File: src/rtl/gs_pkg.sv
// Shared constants and read-sequencer state encoding for the Gaussian
// line ping-pong controller.
package gs_pkg;

  localparam int GS_DW     = 8;
  localparam int GS_WIDTH  = 256;
  localparam int GS_HEIGHT = 256;
  localparam int GS_AW     = 8;
  // Flush reads repeat the last pixel so the blur pipeline (KERNEL taps) drains.
  localparam int GS_KERNEL = 5;
  localparam int GS_PAD    = GS_KERNEL - 1;

  typedef enum logic [1:0] {
    RD_IDLE  = 2'd0,
    RD_READ  = 2'd1,
    RD_FLUSH = 2'd2
  } rd_state_t;

  // One-hot bank mask used for bank_full set/clear.
  function automatic logic [1:0] bank_onehot(input logic bank);
    return bank ? 2'b10 : 2'b01;
  endfunction

endpackage

File: src/rtl/gs_line_rd_seq.sv
// Read sequencer: walks a full bank for WIDTH reads plus PAD flush reads of
// the last pixel, then frees the bank and moves to the other one.
module gs_line_rd_seq
  import gs_pkg::*;
#(
  parameter int WIDTH  = GS_WIDTH,
  parameter int HEIGHT = GS_HEIGHT,
  parameter int PAD    = GS_PAD,
  parameter int AW     = GS_AW
) (
  input  logic          clk,
  input  logic          rst,
  input  logic [1:0]    bank_full,
  output logic          rd_bank,
  output logic [AW-1:0] rd_addr,
  output logic          re0,
  output logic          re1,
  output logic          rd_valid0,
  output logic          rd_valid1,
  output logic          rd_done,
  output logic [AW:0]   line_cnt,
  output logic          frame_done
);

  localparam int PW = (PAD > 1) ? $clog2(PAD) : 1;
  localparam int LW = AW + 1;
  localparam logic [AW-1:0] LAST_ADDR = AW'(WIDTH - 1);
  localparam logic [PW-1:0] PAD_LAST  = PW'(PAD - 1);
  localparam logic [LW-1:0] LAST_LINE = LW'(HEIGHT - 1);

  rd_state_t     state_r;
  logic          rd_bank_r;
  logic [AW-1:0] rd_addr_r;
  logic [PW-1:0] pad_cnt_r;
  logic [AW:0]   line_cnt_r;
  logic          frame_done_r;
  logic          rd_valid0_r;
  logic          rd_valid1_r;
  logic          active_s;

  assign active_s   = (state_r != RD_IDLE);
  assign re0        = active_s && !rd_bank_r;
  assign re1        = active_s && rd_bank_r;
  assign rd_done    = (state_r == RD_FLUSH) && (pad_cnt_r == PAD_LAST);
  assign rd_bank    = rd_bank_r;
  assign rd_addr    = rd_addr_r;
  assign rd_valid0  = rd_valid0_r;
  assign rd_valid1  = rd_valid1_r;
  assign line_cnt   = line_cnt_r;
  assign frame_done = frame_done_r;

  // Read FSM, line/frame accounting and the one-cycle read-valid delay.
  always_ff @(posedge clk) begin
    if (rst) begin
      state_r      <= RD_IDLE;
      rd_bank_r    <= 1'b0;
      rd_addr_r    <= '0;
      pad_cnt_r    <= '0;
      line_cnt_r   <= '0;
      frame_done_r <= 1'b0;
      rd_valid0_r  <= 1'b0;
      rd_valid1_r  <= 1'b0;
    end else begin
      rd_valid0_r  <= re0;
      rd_valid1_r  <= re1;
      frame_done_r <= 1'b0;
      case (state_r)
        RD_IDLE: begin
          if (bank_full[rd_bank_r]) begin
            state_r   <= RD_READ;
            rd_addr_r <= '0;
          end else begin
            state_r   <= RD_IDLE;
          end
        end
        RD_READ: begin
          if (rd_addr_r == LAST_ADDR) begin
            state_r   <= RD_FLUSH;
            pad_cnt_r <= '0;
          end else begin
            rd_addr_r <= rd_addr_r + 1'b1;
          end
        end
        RD_FLUSH: begin
          // rd_addr stays on the last pixel for the whole flush.
          if (pad_cnt_r == PAD_LAST) begin
            state_r   <= RD_IDLE;
            rd_bank_r <= ~rd_bank_r;
            rd_addr_r <= '0;
            if (line_cnt_r == LAST_LINE) begin
              line_cnt_r   <= '0;
              frame_done_r <= 1'b1;
            end else begin
              line_cnt_r   <= line_cnt_r + 1'b1;
            end
          end else begin
            pad_cnt_r <= pad_cnt_r + 1'b1;
          end
        end
        default: begin
          state_r <= RD_IDLE;
        end
      endcase
    end
  end

endmodule

File: src/rtl/gs_line_pingpong_ctrl.sv
// Ping-pong line buffer controller: writes raster lines into alternating
// banks and hands completed banks to the read sequencer.
module gs_line_pingpong_ctrl
  import gs_pkg::*;
#(
  parameter int WIDTH  = GS_WIDTH,
  parameter int HEIGHT = GS_HEIGHT,
  parameter int PAD    = GS_PAD,
  parameter int AW     = GS_AW,
  parameter int DW     = GS_DW
) (
  input  logic          clk,
  input  logic          rst,
  input  logic          pix_valid,
  input  logic [DW-1:0] pix_data,
  output logic          pix_ready,
  output logic          ram0_we,
  output logic          ram0_re,
  output logic [AW-1:0] ram0_addr,
  output logic [DW-1:0] ram0_wdata,
  output logic          ram1_we,
  output logic          ram1_re,
  output logic [AW-1:0] ram1_addr,
  output logic [DW-1:0] ram1_wdata,
  output logic          ram0_rd_valid,
  output logic          ram1_rd_valid,
  output logic [AW:0]   line_cnt,
  output logic          frame_done
);

  localparam int LW = AW + 1;
  localparam logic [AW-1:0] LAST_ADDR = AW'(WIDTH - 1);
  localparam logic [LW-1:0] LAST_LINE = LW'(HEIGHT - 1);

  logic          wr_bank_r;
  logic [AW-1:0] wr_addr_r;
  logic [1:0]    bank_full_r;
  logic [AW:0]   wr_line_r;
  logic          wr_fire_s;
  logic          wr_eol_s;
  logic [1:0]    wr_set_s;
  logic [1:0]    rd_clr_s;
  logic          rd_bank_s;
  logic [AW-1:0] rd_addr_s;
  logic          rd_done_s;

  gs_line_rd_seq #(
    .WIDTH (WIDTH),
    .HEIGHT(HEIGHT),
    .PAD   (PAD),
    .AW    (AW)
  ) u_rd_seq (
    .clk       (clk),
    .rst       (rst),
    .bank_full (bank_full_r),
    .rd_bank   (rd_bank_s),
    .rd_addr   (rd_addr_s),
    .re0       (ram0_re),
    .re1       (ram1_re),
    .rd_valid0 (ram0_rd_valid),
    .rd_valid1 (ram1_rd_valid),
    .rd_done   (rd_done_s),
    .line_cnt  (line_cnt),
    .frame_done(frame_done)
  );

  // A bank being written is never full, so writer and reader never share a bank.
  assign pix_ready  = !bank_full_r[wr_bank_r];
  assign wr_fire_s  = pix_valid && pix_ready;
  assign wr_eol_s   = wr_fire_s && (wr_addr_r == LAST_ADDR);
  assign ram0_we    = wr_fire_s && !wr_bank_r;
  assign ram1_we    = wr_fire_s && wr_bank_r;
  assign ram0_wdata = ram0_we ? pix_data : '0;
  assign ram1_wdata = ram1_we ? pix_data : '0;
  assign ram0_addr  = ram0_re ? rd_addr_s : wr_addr_r;
  assign ram1_addr  = ram1_re ? rd_addr_s : wr_addr_r;
  assign wr_set_s   = wr_eol_s  ? bank_onehot(wr_bank_r) : 2'b00;
  assign rd_clr_s   = rd_done_s ? bank_onehot(rd_bank_s) : 2'b00;

  // Write address/bank sequencing and bank_full bookkeeping (set and clear
  // on different banks in the same cycle both take effect).
  always_ff @(posedge clk) begin
    if (rst) begin
      wr_bank_r   <= 1'b0;
      wr_addr_r   <= '0;
      bank_full_r <= 2'b00;
      wr_line_r   <= '0;
    end else begin
      bank_full_r <= (bank_full_r & ~rd_clr_s) | wr_set_s;
      if (wr_eol_s) begin
        wr_addr_r <= '0;
        wr_bank_r <= ~wr_bank_r;
        wr_line_r <= (wr_line_r == LAST_LINE) ? '0 : wr_line_r + 1'b1;
      end else if (wr_fire_s) begin
        wr_addr_r <= wr_addr_r + 1'b1;
      end else begin
        wr_addr_r <= wr_addr_r;
      end
    end
  end

endmodule

File: config.mk
export PLATFORM = sky130hd
export DESIGN_NAME = gs_line_pingpong_ctrl
export DESIGN_NICKNAME = d
export VERILOG_FILES = /design/src/rtl/gs_pkg.sv /design/src/rtl/gs_line_rd_seq.sv /design/src/rtl/gs_line_pingpong_ctrl.sv
export SDC_FILE = /design/constraint.sdc
export NUM_CORES = 1
export LEC_CHECK = 0
export BUFFER_PORTS_ARGS = -buffer_cell sky130_fd_sc_hd__buf_2
export CORE_MARGIN = 1.5
export CORE_UTILIZATION = 52
export CTS_BUF_LIST = sky130_fd_sc_hd__clkbuf_4
export CTS_CLUSTER_DIAMETER = 50
export DETAILED_ROUTE_END_ITERATION = 8
export HOLD_SLACK_MARGIN = 0.02
export PLACE_DENSITY = 0.84
export SLEW_MARGIN = 20
export SYNTH_ARGS = -nofsm -noshare
export SYNTH_HDL_FRONTEND = slang
export SYNTH_SLANG_ARGS = --single-unit
File: constraint.sdc
create_clock -name clk -period 2 [get_ports clk]
set_clock_uncertainty 0.2 [all_clocks]
set_input_delay 0.1 -clock clk [delete_from_list [all_inputs] [get_ports clk]]
set_output_delay 0.1 -clock clk [all_outputs]
set_load 0.02 [all_outputs]
== After elaboration in Yosys (flattened, before gate mapping) ==
Index checks and enable logic that the tools add are counted.

* Register bits: 36
* Bits in latches: 0
* Memory bits (writable): 0
* Memory bits (read-only): 0
* Input bits: 11
* Memories: 0

* Add/sub/neg operators: 4
* $mul: 0
* Divide/modulo/power cells: 0
* $lt $le $gt $ge: 2
* Eq/ne operators: 11
* Shift operators: 0
* Muxes and demuxes: 25
* Bitwise gates (word level): 7
* Reduce and logical (&&, ||, !) cells: 20

{| class="wikitable"
|+ Operator list
! cell !! count
|-
| $mux 8 || 7
|-
| $pmux 8 s3 || 1
|-
| $add 8x1->8 const B || 2
|-
| $eq 8x8->1 const B || 2
|-
| $mux 2 || 8
|-
| $add 9x1->9 const B || 1
|-
| $eq 9x8->1 const B || 1
|-
| $mux 9 || 1
|-
| $logic_and 1x1->1 || 7
|-
| $mux 1 || 6
|-
| $ne 2x2->1 const B || 3
|-
| $pmux 2 s3 || 1
|-
| $eq 2x2->1 const B || 2
|-
| $lt 1x2->1 const B || 2
|-
| $ne 2x1->1 const B || 2
|-
| $not 1->1 || 4
|-
| $pmux 2 s2 || 1
|-
| $reduce_and 2->1 || 2
|-
| $reduce_and 4->1 || 1
|-
| $reduce_bool 2->1 || 2
|-
| $logic_not 1->1 || 3
|-
| $reduce_and 3->1 || 1
|-
| $reduce_bool 3->1 || 1
|-
| $reduce_or 3->1 || 1
|-
| other kinds (7) || 7
|}

== Depth between registers and ports, before layout ==
Gate-level depths: netlist of the first run.

* Word-level depth: 7
* Gate-level depth with buffers: 7
* Gate-level depth less buffers: 5

== Cells and area by module ==
A second synthesis of the first run with hierarchy kept.

* Cell total of the unflattened synthesis: 242
* Area, all modules: 2085.8 um2

{| class="wikitable"
|+ Modules (own cells, without submodules)
! module !! instances !! cells each !! area an instance (um2)
|-
| gs_line_rd_seq || 1 || 132 || 1231.2
|-
| gs_line_pingpong_ctrl || 1 || 110 || 854.6
|}

== Worst setup path after synthesis of the first run ==
No wires, ideal clock.

* Kind: reg2out
* From: register wr_bank_r
* To: output port ram0_wdata[0]
* Arrival: 1530 ps
* Required time: 1700 ps
* Slack: 170 ps
* Cell stages (with the launch flop): 3
* Path buffers: 0
* Cell sequence: dfxtp_1 > nor3b_1 > and2_1

* Word-level cells in the longest chain between the ends: 6

{| class="wikitable"
|+ RTL lines
! what !! line !! RTL
|-
| start, declared || gs_line_pingpong_ctrl.sv:35 || <nowiki>logic wr_bank_r;</nowiki>
|-
| start signal, assigned || gs_line_pingpong_ctrl.sv:92 || <nowiki>wr_bank_r <= ~wr_bank_r;</nowiki>
|-
| $mux 1 (implied by the code) (2 in a row) || gs_line_pingpong_ctrl.sv:68 || <nowiki>assign pix_ready = !bank_full_r[wr_bank_r];</nowiki>
|-
| $logic_not 1->1 || gs_line_pingpong_ctrl.sv:68 ||
|-
| $logic_and 1x1->1 || gs_line_pingpong_ctrl.sv:69 || <nowiki>assign wr_fire_s = pix_valid && pix_ready;</nowiki>
|-
| $logic_and 1x1->1 (*) || gs_line_pingpong_ctrl.sv:71 || <nowiki>assign ram0_we = wr_fire_s && !wr_bank_r;</nowiki>
|-
| net ram0_we || gs_line_pingpong_ctrl.sv:17 || <nowiki>output logic ram0_we,</nowiki>
|-
| $mux 8 (*) || gs_line_pingpong_ctrl.sv:73 || <nowiki>assign ram0_wdata = ram0_we ? pix_data : '0;</nowiki>
|-
| end, declared || gs_line_pingpong_ctrl.sv:20 || <nowiki>output logic [DW-1:0] ram0_wdata,</nowiki>
|}

The timed path passes the listed nets; every way through them passes the cells marked *. The select of a mux whose other input is x is not followed.

== Final worst setup path of the first run ==
* From: register u_rd_seq.state_r[1]
* To: output port ram1_addr[4]

* Word-level cells in the longest chain between the ends: 3

{| class="wikitable"
|+ RTL lines
! what !! line !! RTL
|-
| start, declared || gs_line_rd_seq.sv:31 || <nowiki>rd_state_t state_r;</nowiki>
|-
| start signal, assigned || gs_line_rd_seq.sv:55 || <nowiki>state_r <= RD_IDLE;</nowiki>
|-
| start signal, assigned || gs_line_rd_seq.sv:70 || <nowiki>state_r <= RD_READ;</nowiki>
|-
| start signal, assigned || gs_line_rd_seq.sv:73 || <nowiki>state_r <= RD_IDLE;</nowiki>
|-
| $reduce_bool 2->1 || gs_line_rd_seq.sv:41 || <nowiki>assign active_s = (state_r != RD_IDLE);</nowiki>
|-
| $logic_and 1x1->1 || gs_line_rd_seq.sv:43 || <nowiki>assign re1 = active_s && rd_bank_r;</nowiki>
|-
| $mux 8 || gs_line_pingpong_ctrl.sv:76 || <nowiki>assign ram1_addr = ram1_re ? rd_addr_s : wr_addr_r;</nowiki>
|-
| end, declared || gs_line_pingpong_ctrl.sv:23 || <nowiki>output logic [AW-1:0] ram1_addr,</nowiki>
|}

No other way between the ends.

==> results of run 1 <==
path summary, 6_finish.rpt:
kind / cells after the start / start / slack [ns] / endpoint
min: 2 / rst / 0.05 / u_rd_seq.rd_bank$_SDFFE_PP0N_
min reg2reg: 2 / u_rd_seq.line_cnt[1]$_SDFFE_PP0N_ / 0.30 / u_rd_seq.line_cnt[1]$_SDFFE_PP0N_
max reg2reg: 5 / u_rd_seq.rd_addr[1]$_SDFFE_PP0P_ / 0.09 / u_rd_seq.rd_addr[6]$_SDFFE_PP0P_
max: 3 / u_rd_seq.state_r[1]$_SDFFE_PP0P_ / 0.07 / ram1_addr[4]
state kept, by name, indices dropped and copies added (netlist names):
register and cells:
u_rd_seq.frame_done 1, wr_bank_r 1, u_rd_seq.rd_bank 1, u_rd_seq.rd_valid1 1
u_rd_seq.line_cnt 9, u_rd_seq.rd_valid0 1, bank_full_r 2, u_rd_seq.pad_cnt_r 2
wr_addr_r 8, u_rd_seq.state_r 2, u_rd_seq.rd_addr 8
cell usage in the layout (no fill, tap or decap), types with 2 or more instances in the layout:
| cell type | count |
|---|---|
| xor2_1 | 7 |
| a31oi_1 | 3 |
| inv_1 | 5 |
| nor2_1 | 25 |
| nand3b_1 | 2 |
| mux2i_1 | 2 |
| a311oi_2 | 3 |
| ha_1 | 4 |
| and3b_1 | 2 |
| o21ai_0 | 4 |
| clkbuf_4 | 5 |
| bufinv_16 | 3 |
| nor4_2 | 3 |
| buf_4 | 5 |
| and2_1 | 16 |
| and3_1 | 3 |
| mux2_2 | 8 |
| buf_2 | 59 |
| or4_1 | 2 |
| nor3_1 | 9 |
| xnor2_1 | 6 |
| a21oi_1 | 5 |
| dfxtp_4 | 2 |
| nor2b_1 | 3 |
| nand4_1 | 3 |
| nand3_1 | 10 |
| a211oi_1 | 4 |
| nand2_1 | 43 |
| nand2b_1 | 4 |
| dfxtp_1 | 33 |
critical path, cell delays in order, from the launching register on:
cell	delay, ns
dfxtp_4	0.39
o21ai_4	0.33
mux2_2	0.41
buf_2	0.16
stage by stage:
stage          cell area, sq um  hold WS (ns)   power, W    util
3_3_place_gp               2384        0.2806  0.0008385  0.6414
6_report                   2547       0.05041   0.001600  0.6855
5_1_grt                    2547       0.06650   0.001649  0.6855
3_5_place_dp               2384        0.2858  0.0008423  0.6414
2_1_floorplan              2054        0.1332  0.0008054       -
4_1_cts                    2535       0.04419   0.001612  0.6822
metal layers:
metal | up-vias | track usage
li1 | 979 | -
met4 | 0 | 0.07552
met1 | 908 | 0.2790
met2 | 73 | 0.3674
met3 | 6 | 0.06303
met5 | - | 0
area by class of cell:
type | count | area, sq um
clock inverters | 3 | 90.09
repair buffers | 65 | 342.8
flip-flops and latches | 36 | 729.5
multi-input cells | 192 | 1264
fillers | 295 | 1169
clock buffers | 5 | 37.54
well taps | 48 | 60.06
inverters | 6 | 23.77
kinds of logic (layout without fill, tap and decap cells):
kind of cell | Yosys count | in the layout | share of synthesized area
AND/OR/NAND/NOR | 134 | 134 | 0.3429
buffers and inverters | 19 | 79 | 0.04202
flip-flops | 36 | 36 | 0.3508
adder cells (fa/ha/maj) | 4 | 4 | 0.02436
AO/OA/AOI/OAI | 30 | 30 | 0.1200
multiplexers | 11 | 11 | 0.06456
XOR/XNOR | 13 | 13 | 0.05542
power groups by stage:
stage	Sequential, W	Clock, W	Combinational (W)
2_1_floorplan	0.000741	0	0.0000643
3_3_place_gp	0.000743	0	0.0000952
3_5_place_dp	0.000744	0	0.0000988
4_1_cts	0.000726	0.000785	0.000101
5_1_grt	0.000726	0.000814	0.000109
6_report	0.000725	0.000776	0.0000996
timing repair:
action / 4_1_cts / 5_1_grt
buffers inserted: 0 / 0
gates resized for setup: 5 / 4
endpoints found under the setup margin: 17 / 9
endpoints found under the hold margin: 3 / 0
hold buffers: 1 / 0
==> metrics.cfg, run 1 <==
[clock_tree]
clkSinkCount=36
cts_buffers=5
cts.clk_slew.worst_paths_ns=0.12
cts_tree=done
h-tree-depth=2
insertion_delay_ns=0.35
clk_path_buf_depth=2
root_buffer=clkbuf_4

[sta]
clock.fmax_ghz=0.5178
hold_viol_final=0
maxSlewHeadroom=0.5636
worstMarginPinSlew_ns=0.6546
setup_tns_ns=0
fin_crit_ns=1.931
timing.final.crit_share=0.9657
final_max_slew_viol_count=0
setup_viol=0
setup_ws_ns=0.06858

[detailed_routing]
vias=1966
route.detailed.drc=0
dr_wl_met3_microns=302
wl_met2_microns=2227
wl_met1_microns=2078
ant_nets=0
viasPerCell=5.538
routed_wl_microns=4659
dr.max_layer_used=met4
drt_pre_antenna_iters=5
post_drt_wl_per_cell_microns=13.12
drtIter0Drc=118

[power]
leakagePower_nw=1.199
peakVddDrop_mv=0.4275
p_clk_frac=0.485
power.internal_w=0.001273
power.density_nw_per_um2=628.3
switchingPower_w=0.0003278
p_sw_frac=0.2048
seqPwrFrac=0.453
p_comb_frac=0.062

[synthesis]
yosys-top-cells-area=dfxtp_1, nand2_1, and2_1
synthFlopType=dfxtp_1
synth_area_sq_um=2054
synth.top_cell.area_share=0.3508
yosysUniqueCellTypes=50
yosysWarnings=0
avgSynthCellArea_sq_um=8.318
syn_nets=262
synthCells=247
yosysMostFrequentCell=nand2_1
yosysTopAreaCell=dfxtp_1
ys_ff_latch=36
synth_common_cells=nand2_1, dfxtp_1, nor2_1
async_flop_share=0
synth_edf_count=0
synth-seq-area-share=0.3508

[floorplanning]
num_io_pins=60
initial_utilization=0.5529
rows=22
coreArea_sq_um=3716
dieHeight_microns=65.86
die_area_sq_um=4337
dieWidth_microns=65.86

[global_routing]
grt-ovfl-total=0
grt_pass1_wl_microns=7438
grt_pass1_vias=1651
grt_usage=0.2230
grt_max_degree=38
antenna_found_initial=0

[status]
outcome=complete, no violations

[finish]
instances_no_fill=355
final_layout_size_suffix_gt1_frac=0.3257
antenna_cells=0
synthToLayoutAreaGrowth_pct=23.99
nets=321

[worst_setup_path]
crit_fanout=10
end_kind=output pin
critPathKind=flip-flop to output pin
required_ns=1.70
crit_arrival_ns=1.63
crit_path_start_kind=flip-flop

[place]
post-dp-hpwl_microns=3340
port_buffers=59
gp_congestion=0.9007
place_inst=346
dp_slack_ns=0.1336

[run]
cap_violations=0

[hold_path]
min_path_type=primary input to flip-flop

(Power assumes the default switching activity.)
==> run 2, diff against run 1 <==
clock period = 2.12 ns   (was 2 ns; I/O delays follow)
==> run 2 against run 1 <==
Compared with the run above:
- global-route usage fell by 1.8 points
- count of clock-buffer cells in the layout unchanged
- via count shrank 2.2%
- core utilization is 1.4 points lower
- flip-flop and latch count is the same
- die area stayed put
- non-clock buffer count unchanged
- critical path depth rose by 3
- register-to-register slack improved by 0.13 ns
- wire length shrank 4.6%
- clock power shrank 38%
- critical endpoint is now ram0_addr[6]
- highest routed layer unchanged
==> metrics.cfg, run 2 (synthesis results as in run 1) <==
[hold_path]
min_from=rst
min_to=u_rd_seq.line_cnt[2]$_SDFFE_PP0N_
min_path_type=primary input to flip-flop
hold_depth=2

[floorplanning]
num_io_pins=60
coreArea_sq_um=3716
initial_utilization=0.5529
dieWidth_microns=65.86
die_area_sq_um=4337
rows=22
dieHeight_microns=65.86

[worst_setup_path]
worstPathCellList=nor2_1, or2_2, clkinvlp_4, nand2_1, nand2_1, buf_2
crit_buf_inv=2
reg2reg_slack_ns=0.22
end_kind=output pin
crit_fanout=10
r2r_cells=5
max_stage_delay_ns=0.43
critPathTopFamily=simple AND/OR/NAND/NOR gates
crit_arrival_ns=1.69
required_ns=1.81
critPathKind=flip-flop to output pin
crit_top_cell=nand2_1
r2r_start=u_rd_seq.rd_addr[0]$_SDFFE_PP0P_
crit_path_start_kind=flip-flop
critical_path.startpoint=u_rd_seq.state_r[0]$_SDFFE_PP0P_
slowest_stage=dfxtp_4
r2r_end=u_rd_seq.rd_addr[4]$_SDFFE_PP0P_

[place]
port_buffers=59
post-dp-hpwl_microns=3188
place_inst=343
gp_congestion=0.8615

[detailed_routing]
ant_nets=0
drtIter0Drc=108
vias=1923
post_drt_wl_per_cell_microns=12.53
viasPerCell=5.417
drt_pre_antenna_iters=5
route.detailed.drc=0
routed_wl_microns=4447

[sta]
fin_crit_ns=1.995
clock.fmax_ghz=0.5012
worstMarginPinSlew_ns=0.6664
grt_setup_unrepaired=false
setup_viol=0
setup_tns_ns=0
final_max_slew_viol_count=0
timing.final.crit_share=0.9411
maxSlewHeadroom=0.5558
hold_viol_final=0

[power]
peakVddDrop_mv=0.3708
leakagePower_nw=1.166
power.density_nw_per_um2=505.7
power_w=0.001261

[finish]
multi_input_comb_area_sq_um=1255
final_layout_size_suffix_gt1_frac=0.3225
instances_no_fill=355
largest_register_ffs=9
final_cell_mix=buf_2, nand2_1, dfxtp_1
synthToLayoutAreaGrowth_pct=21.38
seq_area_sq_um=729.5
nets=321
utilization=0.6710
fill_cells=334
layout_commonest_cell=buf_2
antenna_cells=0

[global_routing]
grt_usage=0.2046
antenna_found_initial=0
grt_max_degree=38
grt_pass1_vias=1506
grt_pass1_wl_microns=6872
grt-ovfl-total=0

[clock_tree]
clk_path_buf_depth=2
cts.clk_slew.worst_paths_ns=0.11
clkSinkCount=36
cts_buffers=5
insertion_delay_ns=0.35
cts_tree=done
h-tree-depth=2
root_buffer=clkbuf_4

[status]
outcome=complete, no violations

[run]
cap_violations=0

[run 2: cell types whose count changed in the layout (fill, tap and decap cells not counted), sizes merged]
cell / previous run / this run
bufinv: 3 / 1
clkinvlp: 0 / 2
[run 2: how the worst max path moves through the flow]
stage,slack (ns),endpoint,depth (start not counted)
2_1_floorplan,0.28,ram0_wdata[0],2
3_3_place_gp,0.26,u_rd_seq.pad_cnt_r[0]$_SDFFE_PP0P_,5
3_5_place_dp,0.24,ram0_addr[6],6
4_1_cts,0.003,ram0_addr[6],6
5_1_grt,0.02,ram0_addr[6],6
6_report,0.12,ram0_addr[6],6
[run 2: report_power, final]
part | leakage, nW | switching (W) | internal [W]
combinational | 0.833 | 0.0000561 | 0.0000371
clock | 0.0412 | 0.000238 | 0.000246
sequential | 0.292 | 0.00000652 | 0.000678
[run 2: layout make-up]
class / count / share of cell area
well taps: 48 / 0.02408
multi-input cells: 192 / 0.5033
repair buffers: 65 / 0.1375
clock buffers: 5 / 0.01505
flip-flops and latches: 36 / 0.2925
clock inverters: 3 / 0.01706
inverters: 6 / 0.01054
[run 2: routing by layer]
metal,part of all wire,GRT usage,vias to the layer above,wire length [microns]
met3,0.054,0.04089,9,239
met5,0,0,-,0
met1,0.46,0.2597,881,2046
met4,0.018,0.09375,0,82
met2,0.47,0.3333,57,2077
li1,-,-,976,-
[run 2: stage by stage]
stage | area (sq um) | setup slack [ns] | hold WS (ns)
5_1_grt | 2494 | 0.01935 | 0.07779
3_5_place_dp | 2361 | 0.2403 | 0.2778
6_report | 2494 | 0.1249 | 0.06992
2_1_floorplan | 2054 | 0.2842 | 0.1392
3_3_place_gp | 2361 | 0.2555 | 0.2745
4_1_cts | 2454 | 0.003008 | 0.05536
[run 2: repair_timing]
action / CTS / global route
resized for setup: 2 / 5
cloned: 0 / 0
endpoints found under the setup margin: 17 / 16
buffers inserted: 0 / 3
hold buffers: 1 / 0
endpoints found under the hold margin: 2 / 0
[run 2: worst register-to-register path, stage by stage, from the launching register on]
cell and delay [ns]:
dfxtp_1 0.46, ha_1 0.23, nand3_1 0.22, nor3_4 0.30
o31ai_4 0.15, a311oi_2 0.26
==> run 3, diff against run 2 <==
BUFFER_PORTS_ARGS = default   (was -buffer_cell sky130_fd_sc_hd__buf_2)
DONT_BUFFER_PORTS = 1   (was default)
PLACE_DENSITY = 0.71   (was 0.84)
==> run 3 against run 2 <==
Compared with the run above:
- core utilization decreased by 6.3 points
- wire length increased by 0.58%
- final area decreased by 9.4%
- first-iteration DRC count decreased by 16%
- fmax increased by 0.96%
- die area unchanged
- critical endpoint is now ram1_addr[6]
- largest power group unchanged
==> metrics.cfg, run 3 (synthesis results as in run 1) <==
[detailed_routing]
post_drt_wl_per_cell_microns=14.71
viasPerCell=5.898
ant_nets=0
drtIter0Drc=91
wl_met1_microns=1978
wl_met2_microns=2122
vias=1793
routed_wl_microns=4473
route.detailed.drc=0
dr.max_layer_used=met4
drt_pre_antenna_iters=4
dr_wl_met3_microns=309

[worst_setup_path]
crit_arrival_ns=1.67
critPathKind=flip-flop to output pin
crit_buf_inv=0
crit_path_start_kind=flip-flop
reg2reg_slack_ns=0.19
worstPathCellList=o21ai_2, mux2_2
critical_path.startpoint=u_rd_seq.state_r[1]$_SDFFE_PP0P_
cp.depth=2
r2r_cells=5
crit_fanout=10
crit_path_end=ram1_addr[6]
r2r_start=u_rd_seq.rd_addr[1]$_SDFFE_PP0P_
r2r_end=u_rd_seq.pad_cnt_r[0]$_SDFFE_PP0P_
required_ns=1.81
slowest_stage=o21ai_2
max_stage_delay_ns=0.47
end_kind=output pin
critPathTopFamily=compound AO/OA/AOI/OAI gates

[floorplanning]
initial_utilization=0.5529
coreArea_sq_um=3716
num_io_pins=60
rows=22
dieWidth_microns=65.86
die_area_sq_um=4337
dieHeight_microns=65.86

[power]
power.density_nw_per_um2=555.4
p_comb_frac=0.060
power.internal_w=0.0009511
switchingPower_w=0.0003038
peakVddDrop_mv=0.2845
leakagePower_nw=0.9064
p_clk_frac=0.392
p_sw_frac=0.2421
seqPwrFrac=0.548

[place]
place_inst=293
gp_congestion=0.8431
post-dp-hpwl_microns=3210
port_buffers=0

[finish]
largest_register_ffs=9
synthToLayoutAreaGrowth_pct=9.988
antenna_cells=0
multi_input_comb_area_sq_um=1247
layout_commonest_cell=nand2_1
fill_cells=336
instances_no_fill=304
seq_area_sq_um=723.2
final_cell_mix=nand2_1, dfxtp_1, nor2_1
nets=270
final_layout_size_suffix_gt1_frac=0.1797

[clock_tree]
cts.clk_slew.worst_paths_ns=0.11
clkSinkCount=36
cts_buffers=5
clk_path_buf_depth=2
cts_tree=done
h-tree-depth=2
root_buffer=clkbuf_4
insertion_delay_ns=0.34
post_cts_buffers=0

[sta]
clock.fmax_ghz=0.5060
hold_viol_final=0
grt_setup_unrepaired=false
maxSlewHeadroom=0.6412
setup_viol=0
fin_crit_ns=1.976
setup_tns_ns=0
timing.final.crit_share=0.9322
final_max_slew_viol_count=0
worstMarginPinSlew_ns=0.5381

[global_routing]
antenna_found_initial=0
grt-ovfl-total=0
grt_max_degree=38
grt_pass1_wl_microns=7569
grt_pass1_vias=1638
grt_usage=0.2257

[hold_path]
hold_depth=1
min_path_type=primary input to output pin

[run]
cap_violations=0

[status]
outcome=complete, no violations

-- run 3: cell types whose count changed in the layout (fill, tap and decap cells not counted) --
cell | previous run | this run
dlygate4sd3_1 | 1 | 2
buf_12 | 0 | 1
buf_2 | 59 | 0
dfxtp_2 | 1 | 2
o21ai_4 | 1 | 0
buf_4 | 5 | 11
dfxtp_1 | 33 | 34
o21ai_2 | 0 | 1
dfxtp_4 | 2 | 0
-- run 3: final cells by class --
| cell class | instances | share of cell area |
|---|---|---|
| clock buffer | 5 | 0.01661 |
| clock inverter | 3 | 0.01883 |
| inverter | 6 | 0.01163 |
| multi-input combinational | 192 | 0.5520 |
| sequential | 36 | 0.3200 |
| tap | 48 | 0.02658 |
| timing repair buffer | 14 | 0.05426 |
-- run 3: power groups by stage --
stage,clock (W),sequential [W],combinational (W)
after detailed placement,0,0.000702,0.0000572
final,0.000492,0.000688,0.0000757
after floorplan,0,0.000699,0.0000607
after CTS,0.000501,0.000687,0.0000762
after global placement,0,0.000702,0.0000556
after global routing,0.000522,0.000688,0.0000822
-- run 3: worst min path at each step --
stage / from / end / slack (ns)
CTS: pix_data[5] / ram0_wdata[5] / 0.20
global route: pix_data[3] / ram0_wdata[3] / 0.20
floorplan: pix_valid / wr_addr_r[7]$_SDFFE_PP0N_ / 0.14
finish: pix_data[5] / ram1_wdata[5] / 0.20
detailed placement: rst / u_rd_seq.rd_addr[4]$_SDFFE_PP0P_ / -0.02
global placement: rst / u_rd_seq.rd_addr[4]$_SDFFE_PP0P_ / -0.02
-- run 3: per-stage QoR --
| step | util | hold slack (ns) | power, W | setup WS, ns | area (sq um) |
|---|---|---|---|---|---|
| 5_1_grt | 0.6081 | 0.2008 | 0.001292 | 0.02973 | 2260 |
| 2_1_floorplan | - | 0.1392 | 0.0007598 | 0.2842 | 2054 |
| 3_5_place_dp | 0.5741 | -0.01938 | 0.0007597 | 0.2116 | 2133 |
| 6_report | 0.6081 | 0.1959 | 0.001255 | 0.1438 | 2260 |
| 3_3_place_gp | 0.5741 | -0.02094 | 0.0007575 | 0.2948 | 2133 |
| 4_1_cts | 0.6064 | 0.1963 | 0.001265 | 0.03881 | 2253 |
-- run 3: layer usage --
metal	vias to the layer above	track usage
li1	870	-
met5	-	0
met1	848	0.2932
met2	67	0.3497
met3	8	0.06474
met4	0	0.09375
-- run 3: repair_timing --
| item | in CTS | in global routing |
|---|---|---|
| endpoints found under the setup margin | 0 | 16 |
| hold buffers | 3 | 0 |
| resized for setup | 0 | 3 |
| endpoints found under the hold margin | 36 | 0 |
